`config.mk`:
```
export PLATFORM = sky130hd
export DESIGN_NAME = dev_console_tx
export DESIGN_NICKNAME = d
export VERILOG_FILES = /design/src/rtl/eclair_dev_pkg.sv /design/src/rtl/sync_fifo.sv /design/src/rtl/dev_console_tx.sv
export SDC_FILE = /design/constraint.sdc
export NUM_CORES = 1
export LEC_CHECK = 0
export BUFFER_PORTS_ARGS = -buffer_cell sky130_fd_sc_hd__buf_4
export CORE_MARGIN = 1.5
export CORE_UTILIZATION = 60
export CTS_CLUSTER_DIAMETER = 150
export DETAILED_ROUTE_END_ITERATION = 10
export PLACE_DENSITY = 0.77
export SLEW_MARGIN = 20
export SYNTH_ARGS = -nofsm -noshare
export SYNTH_HDL_FRONTEND = slang
export SYNTH_HIERARCHICAL = 1
export SYNTH_SLANG_ARGS = --single-unit
```
`constraint.sdc`:
```
create_clock -name clk -period 5.3 [get_ports clk]
set_input_delay 0.53 -clock clk [delete_from_list [all_inputs] [get_ports clk]]
set_output_delay 0.53 -clock clk [all_outputs]
set_load 0.02 [all_outputs]
```
`src/rtl/eclair_dev_pkg.sv`:
```
// eclair_dev_pkg: shared constants for eclair bus devices (window, register map, bit positions, TX FSM states).
package eclair_dev_pkg;
    localparam logic [3:0] DEV_WINDOW = 4'b0111;
    localparam logic [2:0] REG_DATA   = 3'd0;
    localparam logic [2:0] REG_STATUS = 3'd1;
    localparam logic [2:0] REG_DIVLO  = 3'd2;
    localparam logic [2:0] REG_DIVHI  = 3'd3;
    localparam logic [2:0] REG_CTRL   = 3'd4;
    localparam int ST_EMPTY     = 0;
    localparam int ST_FULL      = 1;
    localparam int ST_BUSY      = 2;
    localparam int ST_OVF       = 3;
    localparam int CTRL_TX_EN   = 0;
    localparam int CTRL_IRQ_EN  = 1;
    localparam int CTRL_CLR_OVF = 7;
    typedef enum logic [1:0] {TX_IDLE, TX_START, TX_DATA, TX_STOP} tx_state_e;
endpackage

```
`src/rtl/sync_fifo.sv`:
```
// sync_fifo: single-clock show-ahead FIFO; a push while full is accepted only alongside a pop.
module sync_fifo #(
    parameter int WIDTH = 8,
    parameter int DEPTH = 16
) (
    input  logic                   clk,
    input  logic                   reset,
    input  logic                   i_push,
    input  logic [WIDTH-1:0]       i_data,
    input  logic                   i_pop,
    output logic [WIDTH-1:0]       o_data,
    output logic                   o_full,
    output logic                   o_empty,
    output logic [$clog2(DEPTH):0] o_count
);
    localparam int AW = $clog2(DEPTH);
    logic [WIDTH-1:0] r_mem [DEPTH];
    logic [AW-1:0]    r_wr, r_rd;
    logic [AW:0]      r_count;
    logic             w_do_push, w_do_pop;
    assign o_full    = r_count == (AW+1)'(DEPTH);
    assign o_empty   = r_count == '0;
    assign o_count   = r_count;
    assign o_data    = r_mem[r_rd];
    assign w_do_pop  = i_pop && !o_empty;
    assign w_do_push = i_push && (!o_full || w_do_pop);
    always_ff @(posedge clk) begin
        if (reset) begin
            r_wr    <= '0;
            r_rd    <= '0;
            r_count <= '0;
        end else begin
            if (w_do_push) r_wr <= r_wr + AW'(1);
            if (w_do_pop) r_rd <= r_rd + AW'(1);
            r_count <= r_count + (AW+1)'(w_do_push) - (AW+1)'(w_do_pop);
        end
    end
    always_ff @(posedge clk)
        if (w_do_push) r_mem[r_wr] <= i_data;
endmodule

```
`src/rtl/dev_console_tx.sv`:
```
// dev_console_tx: memory-mapped 8N1 console transmitter with TX FIFO and programmable baud divisor.
// Define CONSOLE_IRQ_EN to build the empty/idle interrupt and the CTRL irq_en bit.
module dev_console_tx
    import eclair_dev_pkg::*;
#(
    parameter int          FIFO_DEPTH = 16,
    parameter logic [15:0] DIV_RESET  = 16'd15
) (
    input  logic       clk,
    input  logic       reset,
    input  logic       _sel,
    input  logic       _w,
    input  logic [2:0] addr,
    input  logic [7:0] data_in,
    output logic [7:0] data_out,
    output logic       data_oe,
    output logic       tx,
    output logic       irq
);
    tx_state_e r_state, w_next;
    logic [15:0] r_div, r_fdiv, r_cnt;
    logic [7:0]  r_shift, w_fifo_data, w_rdata;
    logic [2:0]  r_bit;
    logic        r_tx_en, r_ovf, r_wr_act;
    logic        w_wr_act, w_wr, w_rd, w_push, w_pop, w_ctrl_wr, w_full, w_empty, w_busy, w_bit_end, w_irq_en;
    logic [$clog2(FIFO_DEPTH):0] w_count;
    logic        w_unused_count;
    assign w_wr_act       = !_sel && !_w;
    assign w_wr           = w_wr_act && !r_wr_act;
    assign w_rd           = !_sel && _w;
    assign w_push         = w_wr && addr == REG_DATA;
    assign w_ctrl_wr      = w_wr && addr == REG_CTRL;
    assign w_busy         = r_state != TX_IDLE;
    assign w_bit_end      = r_cnt == r_fdiv;
    assign w_unused_count = ^w_count;
    assign tx = (r_state == TX_START) ? 1'b0 : (r_state == TX_DATA) ? r_shift[0] : 1'b1;

    sync_fifo #(.WIDTH(8), .DEPTH(FIFO_DEPTH)) u_fifo (
        .clk(clk), .reset(reset), .i_push(w_push), .i_data(data_in), .i_pop(w_pop),
        .o_data(w_fifo_data), .o_full(w_full), .o_empty(w_empty), .o_count(w_count)
    );

    // STOP hands straight to START when more bytes wait, so frames run back-to-back.
    always_comb begin
        w_next = r_state;
        w_pop  = 1'b0;
        case (r_state)
            TX_IDLE:  if (r_tx_en && !w_empty) begin w_pop = 1'b1; w_next = TX_START; end
            TX_START: if (w_bit_end) w_next = TX_DATA;
            TX_DATA:  if (w_bit_end && r_bit == 3'd7) w_next = TX_STOP;
            TX_STOP:  if (w_bit_end) begin
                          w_pop  = r_tx_en && !w_empty;
                          w_next = w_pop ? TX_START : TX_IDLE;
                      end
            default:  w_next = TX_IDLE;
        endcase
    end

    always_ff @(posedge clk) begin
        if (reset) begin
            r_state <= TX_IDLE;
            r_cnt   <= '0;
            r_bit   <= '0;
            r_shift <= '0;
            r_fdiv  <= '0;
        end else begin
            r_state <= w_next;
            if (w_pop) begin
                r_shift <= w_fifo_data;
                r_fdiv  <= r_div;
                r_cnt   <= '0;
                r_bit   <= '0;
            end else if (w_busy) begin
                r_cnt <= w_bit_end ? '0 : r_cnt + 16'd1;
                if (w_bit_end && r_state == TX_DATA) begin
                    r_shift <= r_shift >> 1;
                    r_bit   <= r_bit + 3'd1;
                end
            end
        end
    end

    always_comb begin
        w_rdata = 8'h00;
        w_rdata[ST_OVF]   = addr == REG_STATUS && r_ovf;
        w_rdata[ST_BUSY]  = addr == REG_STATUS && w_busy;
        w_rdata[ST_FULL]  = addr == REG_STATUS && w_full;
        w_rdata[ST_EMPTY] = addr == REG_STATUS && w_empty;
        w_rdata = (addr == REG_DIVLO) ? r_div[7:0] :
                  (addr == REG_DIVHI) ? r_div[15:8] :
                  (addr == REG_CTRL)  ? {6'b0, w_irq_en, r_tx_en} : w_rdata;
    end

    always_ff @(posedge clk) begin
        if (reset) begin
            r_div    <= DIV_RESET;
            r_tx_en  <= 1'b0;
            r_ovf    <= 1'b0;
            r_wr_act <= 1'b0;
            data_out <= 8'h00;
            data_oe  <= 1'b0;
        end else begin
            r_wr_act <= w_wr_act;
            if (w_wr && addr == REG_DIVLO) r_div[7:0] <= data_in;
            if (w_wr && addr == REG_DIVHI) r_div[15:8] <= data_in;
            if (w_ctrl_wr) r_tx_en <= data_in[CTRL_TX_EN];
            r_ovf   <= (r_ovf || (w_push && w_full && !w_pop)) && !(w_ctrl_wr && data_in[CTRL_CLR_OVF]);
            data_oe <= w_rd;
            if (w_rd) data_out <= w_rdata;
        end
    end

`ifdef CONSOLE_IRQ_EN
    logic r_irq_en, r_irq, w_irq_en_nx;
    assign w_irq_en_nx = w_ctrl_wr ? data_in[CTRL_IRQ_EN] : r_irq_en;
    always_ff @(posedge clk) begin
        if (reset) begin
            r_irq_en <= 1'b0;
            r_irq    <= 1'b0;
        end else begin
            r_irq_en <= w_irq_en_nx;
            r_irq    <= w_irq_en_nx && w_empty && !w_busy && !w_push;
        end
    end
    assign w_irq_en = r_irq_en;
    assign irq      = r_irq;
`else
    assign w_irq_en = 1'b0;
    assign irq      = 1'b0;
`endif
endmodule

```
# --- After elaboration in Yosys (flattened, before gate mapping) ---
# Memories as Yosys holds them, arrays and structs flattened. A register that Yosys moved wholly into a read port is not among the register bits.
# Cells that the tools add are included.
word_totals:
  word_cells: 97
  regBits: 86
  out_inout_bits: 11
  ramBits: 128
  in_bits: 15
  mem_count: 1
op_classes:
  n_reduce_logical: 39
  eq_ne: 14
  add_sub_neg: 6
  muxes: 22
mem_list:
  columns: ["memory", "words", "word_bits", "read_ports", "rd_ports_with_merged_regs", "wr", "line", "source"]
  rows:
  - ["u_fifo.r_mem", 16, 8, 1, 1, 1, "sync_fifo.sv:17", "logic [WIDTH-1:0] r_mem [DEPTH];"]
op_table:
  columns: ["operator", "count"]
  rows:
  - ["2-to-1 mux 8 bit", 5]
  - ["logical AND 1 bit", 20]
  - ["adder 16 x 1 -> 16 bit, second input constant", 1]
  - ["equality test 16 bit", 1]
  - ["2-to-1 mux 16 bit", 1]
  - ["2-to-1 mux 4 bit", 3]
  - ["adder 4 x 1 -> 4 bit, second input constant", 2]
  - ["2-to-1 mux 2 bit", 4]
  - ["one-hot mux 2 bit (4 select lines)", 1]
  - ["logical NOT 1 bit", 7]
  - ["2-to-1 mux 1 bit", 7]
  - ["equality test 3 x 2 -> 1 bit, second input constant", 2]
  - ["equality test 3 bit, second input constant", 2]
  - ["!= test 2 bit, second input constant", 3]
  - ["nonzero test 2 bit", 3]
  - ["adder 5 x 1 -> 5 bit", 1]
  - ["equality test 5 bit, second input constant", 1]
  - ["logical NOT 5 bit", 1]
  - ["subtractor 5 x 1 -> 5 bit", 1]
  - ["equality test 2 bit, second input constant", 2]
  - ["AND reduction 2 bit", 2]
  - ["AND reduction 4 bit", 1]
  - ["adder 3 x 1 -> 3 bit, second input constant", 1]
  - ["equality test 3 x 1 -> 1 bit, second input constant", 1]
  - ["other kinds (7)", 8]

# --- Logic depth before layout (Yosys ltp) ---
depth:
  word_depth: 10
  ltp_mapped: 20
  depth_no_buf: 19

# --- By module ---
# The synthesis kept the hierarchy.
by_module_without_submodules:
  columns: ["module", "area_each_um2", "seq_area_each_um2", "instances", "cells_each"]
  rows:
  - ["sync_fifo", 5819.3, 4184.0, 1, 309]
  - ["dev_console_tx", 3220.6, 1461.4, 1, 359]

# --- Worst setup path after synthesis ---
# No wires, ideal clock.
synth_timing:
  kind: "reg2reg"
  start: "register u_fifo.r_count[3] (netlist: u_fifo/o_count[3])"
  end: "register u_fifo.r_count[4] (netlist: u_fifo/o_count[4])"
  period_less_slack_ns: 3.727
  arrival_time_ns: 3.658
  setup_time_ns: 0.070
  setup_slack_ns: 1.573
  n_path_buf: 2
  path_stages_with_launch: 21
  required_ns: 5.230
  cell_sequence: "dfxtp_1 inv_1 ha_1 or4b_1 inv_1 nand2b_1 nor2_1 nand2_1 o21a_1 inv_1 buf_2 o21ai_1 buf_4 ha_1 inv_1 ha_1 fa_1 a21oi_1 nor2_1 or3_1 a21oi_1"
synth_via:
  elab_chain_len: 10
  elab_cells_between_ends: 13
  cone_classes: "2 x add/sub; 1 x eq/ne; 3 x mux; 7 x reduce/logical"
synth_lines:
  columns: ["element", "line", "source"]
  rows:
  - ["start, declared", "sync_fifo.sv:19", "logic [AW:0] r_count;"]
  - ["start signal, assigned", "sync_fifo.sv:35", "r_count <= r_count + (AW+1)'(w_do_push) - (AW+1)'(w_do_pop);"]
  - ["logical NOT 5 bit (*)", "sync_fifo.sv:22", "assign o_empty = r_count == '0;"]
  - ["net w_empty", "dev_console_tx.sv:25", "logic w_wr_act, w_wr, w_rd, w_push, w_pop, w_ctrl_wr, w_full, w_empty, w_busy, w_bit_end, w_irq_en;"]
  - ["logical NOT 1 bit (*)", "dev_console_tx.sv:48, dev_console_tx.sv:52", null]
  - ["logical AND 1 bit (*)", "dev_console_tx.sv:48, dev_console_tx.sv:52", null]
  - ["2-to-1 mux 1 bit (on tied branches)", "dev_console_tx.sv:51, dev_console_tx.sv:48", null]
  - ["one-hot mux 1 bit (2 select lines) (*)", "dev_console_tx.sv:47", "case (r_state)"]
  - ["net w_pop", "dev_console_tx.sv:25", null]
  - ["logical AND 1 bit (*)", "sync_fifo.sv:25", "assign w_do_pop = i_pop && !o_empty;"]
  - ["logical OR 1 bit", "sync_fifo.sv:26", "assign w_do_push = i_push && (!o_full || w_do_pop);"]
  - ["logical AND 1 bit", "sync_fifo.sv:26", null]
  - ["adder 5 x 1 -> 5 bit", "sync_fifo.sv:35", null]
  - ["subtractor 5 x 1 -> 5 bit (*)", "sync_fifo.sv:35", null]
# The timed path passes the listed nets; every way through them passes the cells marked *.
# A chain may end at the register's enable or synchronous reset.

# --- Worst setup path in the final report ---
layout_timing:
  start: "register u_fifo.r_count[3] (netlist: u_fifo/o_count[3])"
  end: "register u_fifo.r_count[4] (netlist: u_fifo/o_count[4])"
layout_via:
  elab_chain_len: 10
  elab_cells_between_ends: 13
  cone_classes: "2 x add/sub; 1 x eq/ne; 3 x mux; 7 x reduce/logical"
layout_lines:
  columns: ["element", "line"]
  rows:
  - ["logical NOT 5 bit (*)", "sync_fifo.sv:22"]
  - ["net w_empty", "dev_console_tx.sv:25"]
  - ["logical NOT 1 bit (*)", "sync_fifo.sv:25, dev_console_tx.sv:48, dev_console_tx.sv:52"]
  - ["logical AND 1 bit", "dev_console_tx.sv:48, dev_console_tx.sv:52"]
  - ["2-to-1 mux 1 bit (on tied branches)", "dev_console_tx.sv:51, dev_console_tx.sv:48"]
  - ["one-hot mux 1 bit (2 select lines)", "dev_console_tx.sv:47"]
  - ["logical AND 1 bit (*)", "sync_fifo.sv:25"]
  - ["logical OR 1 bit", "sync_fifo.sv:26"]
  - ["logical AND 1 bit", "sync_fifo.sv:26"]
  - ["adder 5 x 1 -> 5 bit", "sync_fifo.sv:35"]
  - ["subtractor 5 x 1 -> 5 bit (*)", "sync_fifo.sv:35"]
# Marked as above.

==> metrics <==
Mapped Avg Cell Area 13.5 um^2; share of the synthesized netlist area taken by xor and xnor gates 3.97%; Bufs on Longest Clock Path 3; peak ir drop on the vdd network 280 uV; count of buffers inserted at the top-level ports 24; width of the chip 126 um; core occupancy in the finished layout 68.8%; Max Cap Violations 0; mux cell area share after synthesis 12.7%; final global-route overflow total 0; starting utilization of the core area 61.7%; fin nets 724; number of H-tree branching levels 1; status complete, no violations; vias in the first global route 5,590; post-route total power 3550 uW; share of async-settable or async-resettable flops after synthesis 0%; max-slew violation count 0; ANT nets after route 0; count of buffers added by post-CTS timing repair for setup 0; area fraction in compound gates after synthesis 5.18%; met3 capacity usage during global routing 3.14%; met1 Use GR 30.3%; RD Place Congestion 0.794; leading cell types in the layout, fill and taps excluded sky130_fd_sc_hd__edfxtp_1 (128), sky130_fd_sc_hd__dfxtp_1 (89), sky130_fd_sc_hd__nor2_1 (73); type of the worst min-delay path primary input to flip-flop; Simple-Gate Fraction of Synth Area 10.1%; Worst-path clk slew 0.06 ns; most common library cell in the layout ignoring fill and taps sky130_fd_sc_hd__edfxtp_1; remaining design rule violation count 0; number of buffers created by CTS 22; number of enable flip-flop cells after synthesis 128; setup TNS 0 ns; clock root buffer master sky130_fd_sc_hd__clkbuf_16; Worst EP required 5.73 ns; data arrival time of the critical path 4.59 ns; Filler Cells Inserted 984; Final Critical Period 4.16 ns; Lkg Pwr 0.00363 uW; Layout Skew 0.0163 ns; number of instances resized during post-cts repair 0; First DRT Iteration DRCs 470; num rows 44; Crit Path Max Fanout 27; cell total after placement 848; area share of fa/ha/maj cells after synthesis 2.71%; minimum hold slack 0.213 ns; count of endpoints failing hold in the final timing report 0; full die area 15,800 um^2; final count of negative-setup-slack endpoints 0; per-cell via count in the routed design 6.06; power density of the placed cells 352 nW/um^2; largest net degree at the start of global routing 69; register area share after synthesis 62.4%; met2 Use GR 41.1%; antenna diode instance count 0; number of vias in the routed layout 5,392; netlist area before placement 9040 um^2; maximum achievable frequency 240 MHz; cts-stage hold buffer count 0; crit share post-route 78.6%; routed len/inst 20.6 um; most common flop cell mapped by yosys sky130_fd_sc_hd__edfxtp_1; post-synthesis register bit count 218; number of cells in the finished layout apart from fillers 890; area growth from synthesis to layout 11.5%; synthesized netlist cell count 668; number of iterations in the first detailed-routing pass 7; worst setup path class flip-flop to flip-flop; number of antenna violations at the first check in global routing 0; I/O pin total 26; clock latency on the worst-skew pair 0.50 ns; net count after synthesis 702; placed wire-length estimate 11,700 um; fraction of layout cells with a size suffix above 1 13.3%; global-route wire length before repair 28,900 um; RSZ-0062 raised after global routing false; dominant combinational cell family by area after synthesis multiplexers; Rel. slew slack 31.2%; TritonCTS clock tree built; type of destination of the critical path flip-flop; startpoint class of the critical path flip-flop; TritonCTS sink count 218; Total Routed Length 18,300 um; total number of yosys warnings 6; Std-Cell Core Area 14,600 um^2; number of library cell types mapped by synthesis 54; Worst-Margin Slew 1.03 ns; aggregate global-route resource usage 23.4%; Die H 126 um; grt peak-use layer met2
where the power goes:
| part | internal [uW] | switching (uW) |
|---|---|---|
| Combinational | 57.4 | 107 |
| Sequential | 1800 | 9.79 |
| Clock | 954 | 623 |
per-layer routing:
metal,part of all wire (%),vias to the layer above
li1,-,2497
met4,2.7,0
met5,0,-
met2,51,157
met3,5.3,35
met1,41,2703
kinds of logic after synthesis:
logic type                 count (synthesis)
AOI/OAI and AO/OA                         71
muxes                                     69
other                                      1
and+or+nand+nor                          198
buffers and inverters                     51
adders and majority gates                 19
DFF                                      218
xor gates and xnor gates                  41
worst max-delay path, stage by stage, from the launching register on:
cell	delay [ns]
sky130_fd_sc_hd__dfxtp_1	0.35
sky130_fd_sc_hd__inv_1	0.08
sky130_fd_sc_hd__ha_1	0.20
sky130_fd_sc_hd__or4b_1	0.26
sky130_fd_sc_hd__inv_1	0.12
sky130_fd_sc_hd__nand2b_1	0.17
sky130_fd_sc_hd__nor2_1	0.14
sky130_fd_sc_hd__nand2_1	0.07
sky130_fd_sc_hd__o21a_1	0.18
sky130_fd_sc_hd__inv_1	0.57
sky130_fd_sc_hd__o21ai_1	0.21
sky130_fd_sc_hd__ha_1	0.32
sky130_fd_sc_hd__inv_1	0.04
sky130_fd_sc_hd__ha_1	0.20
sky130_fd_sc_hd__fa_1	0.41
sky130_fd_sc_hd__a21oi_1	0.18
sky130_fd_sc_hd__nor2_1	0.07
sky130_fd_sc_hd__or3_1	0.35
sky130_fd_sc_hd__a21oi_1	0.14
metrics by stage:
| stage | setup WS [ns] | cell area, um^2 |
|---|---|---|
| 4_1_cts | 1.17 | 10100 |
| 3_5_place_dp | 1.21 | 9310 |
| 5_1_grt | 0.857 | 10100 |
| 2_1_floorplan | 1.57 | 9040 |
| 6_report | 1.14 | 10100 |
| 3_3_place_gp | 1.43 | 9310 |
final cells by class:
cell class	count	area (um^2)	area share, %
timing repair buffer	32	253	2.51
inverter	17	63.8	0.633
multi-input combinational	399	3140	31.2
tap	184	230	2.28
sequential	218	5650	56.0
clock buffer	23	554	5.50
clock inverter	17	190	1.89
path summary, 6_finish.rpt:
kind	startpoint	endpoint	slack (ns)	cells after the start
setup reg to reg	u_fifo/o_count[3]	u_fifo/o_count[4]	1.14	18
setup / recovery	u_fifo/o_count[3]	u_fifo/o_count[4]	1.14	18
hold reg to reg	r_fdiv[9]	r_fdiv[9]	0.47	2
hold / removal	_sel	r_wr_act	0.21	2
state kept, by name, summed over array words and instances (netlist names), named ones only:
signal          count
u_fifo/r_mem      128
r_cnt              16
r_div              16
r_fdiv             16
data_out            8
r_shift             8
u_fifo/o_count      5
u_fifo/r_rd         4
u_fifo/r_wr         4
r_bit               3
r_state             2
data_oe             1
r_ovf               1
r_tx_en             1
r_wr_act            1
cells in the mapped netlist, drive strengths merged, types with 2 or more instances:
library cell / number / share of area, %
mux2i: 30 / 3.3
and4: 2 / 0.21
mux4: 32 / 8.6
a22o: 3 / 0.29
nand2b: 2 / 0.14
o21ai: 6 / 0.33
or3: 2 / 0.14
xor2: 32 / 3.1
nor4: 6 / 0.48
and3: 7 / 0.48
dfxtp: 90 / 20
a211oi: 8 / 0.66
nor3b: 2 / 0.22
clkdlybuf4s25: 3 / 0.33
nor2b: 5 / 0.35
a21oi: 23 / 1.3
nand3b: 2 / 0.17
inv: 17 / 0.71
o211ai: 2 / 0.17
nor3: 8 / 0.44
a22oi: 23 / 1.9
nand3: 13 / 0.72
mux2: 7 / 0.87
xnor2: 9 / 0.87
buf: 12 / 0.97
edfxtp: 128 / 43
and2: 7 / 0.48
nand4: 3 / 0.21
ha: 18 / 2.5
nand2: 61 / 2.5
nor2: 73 / 3.0
clkbuf: 19 / 0.80
No activity file was read; power rests on OpenSTA's default activity.
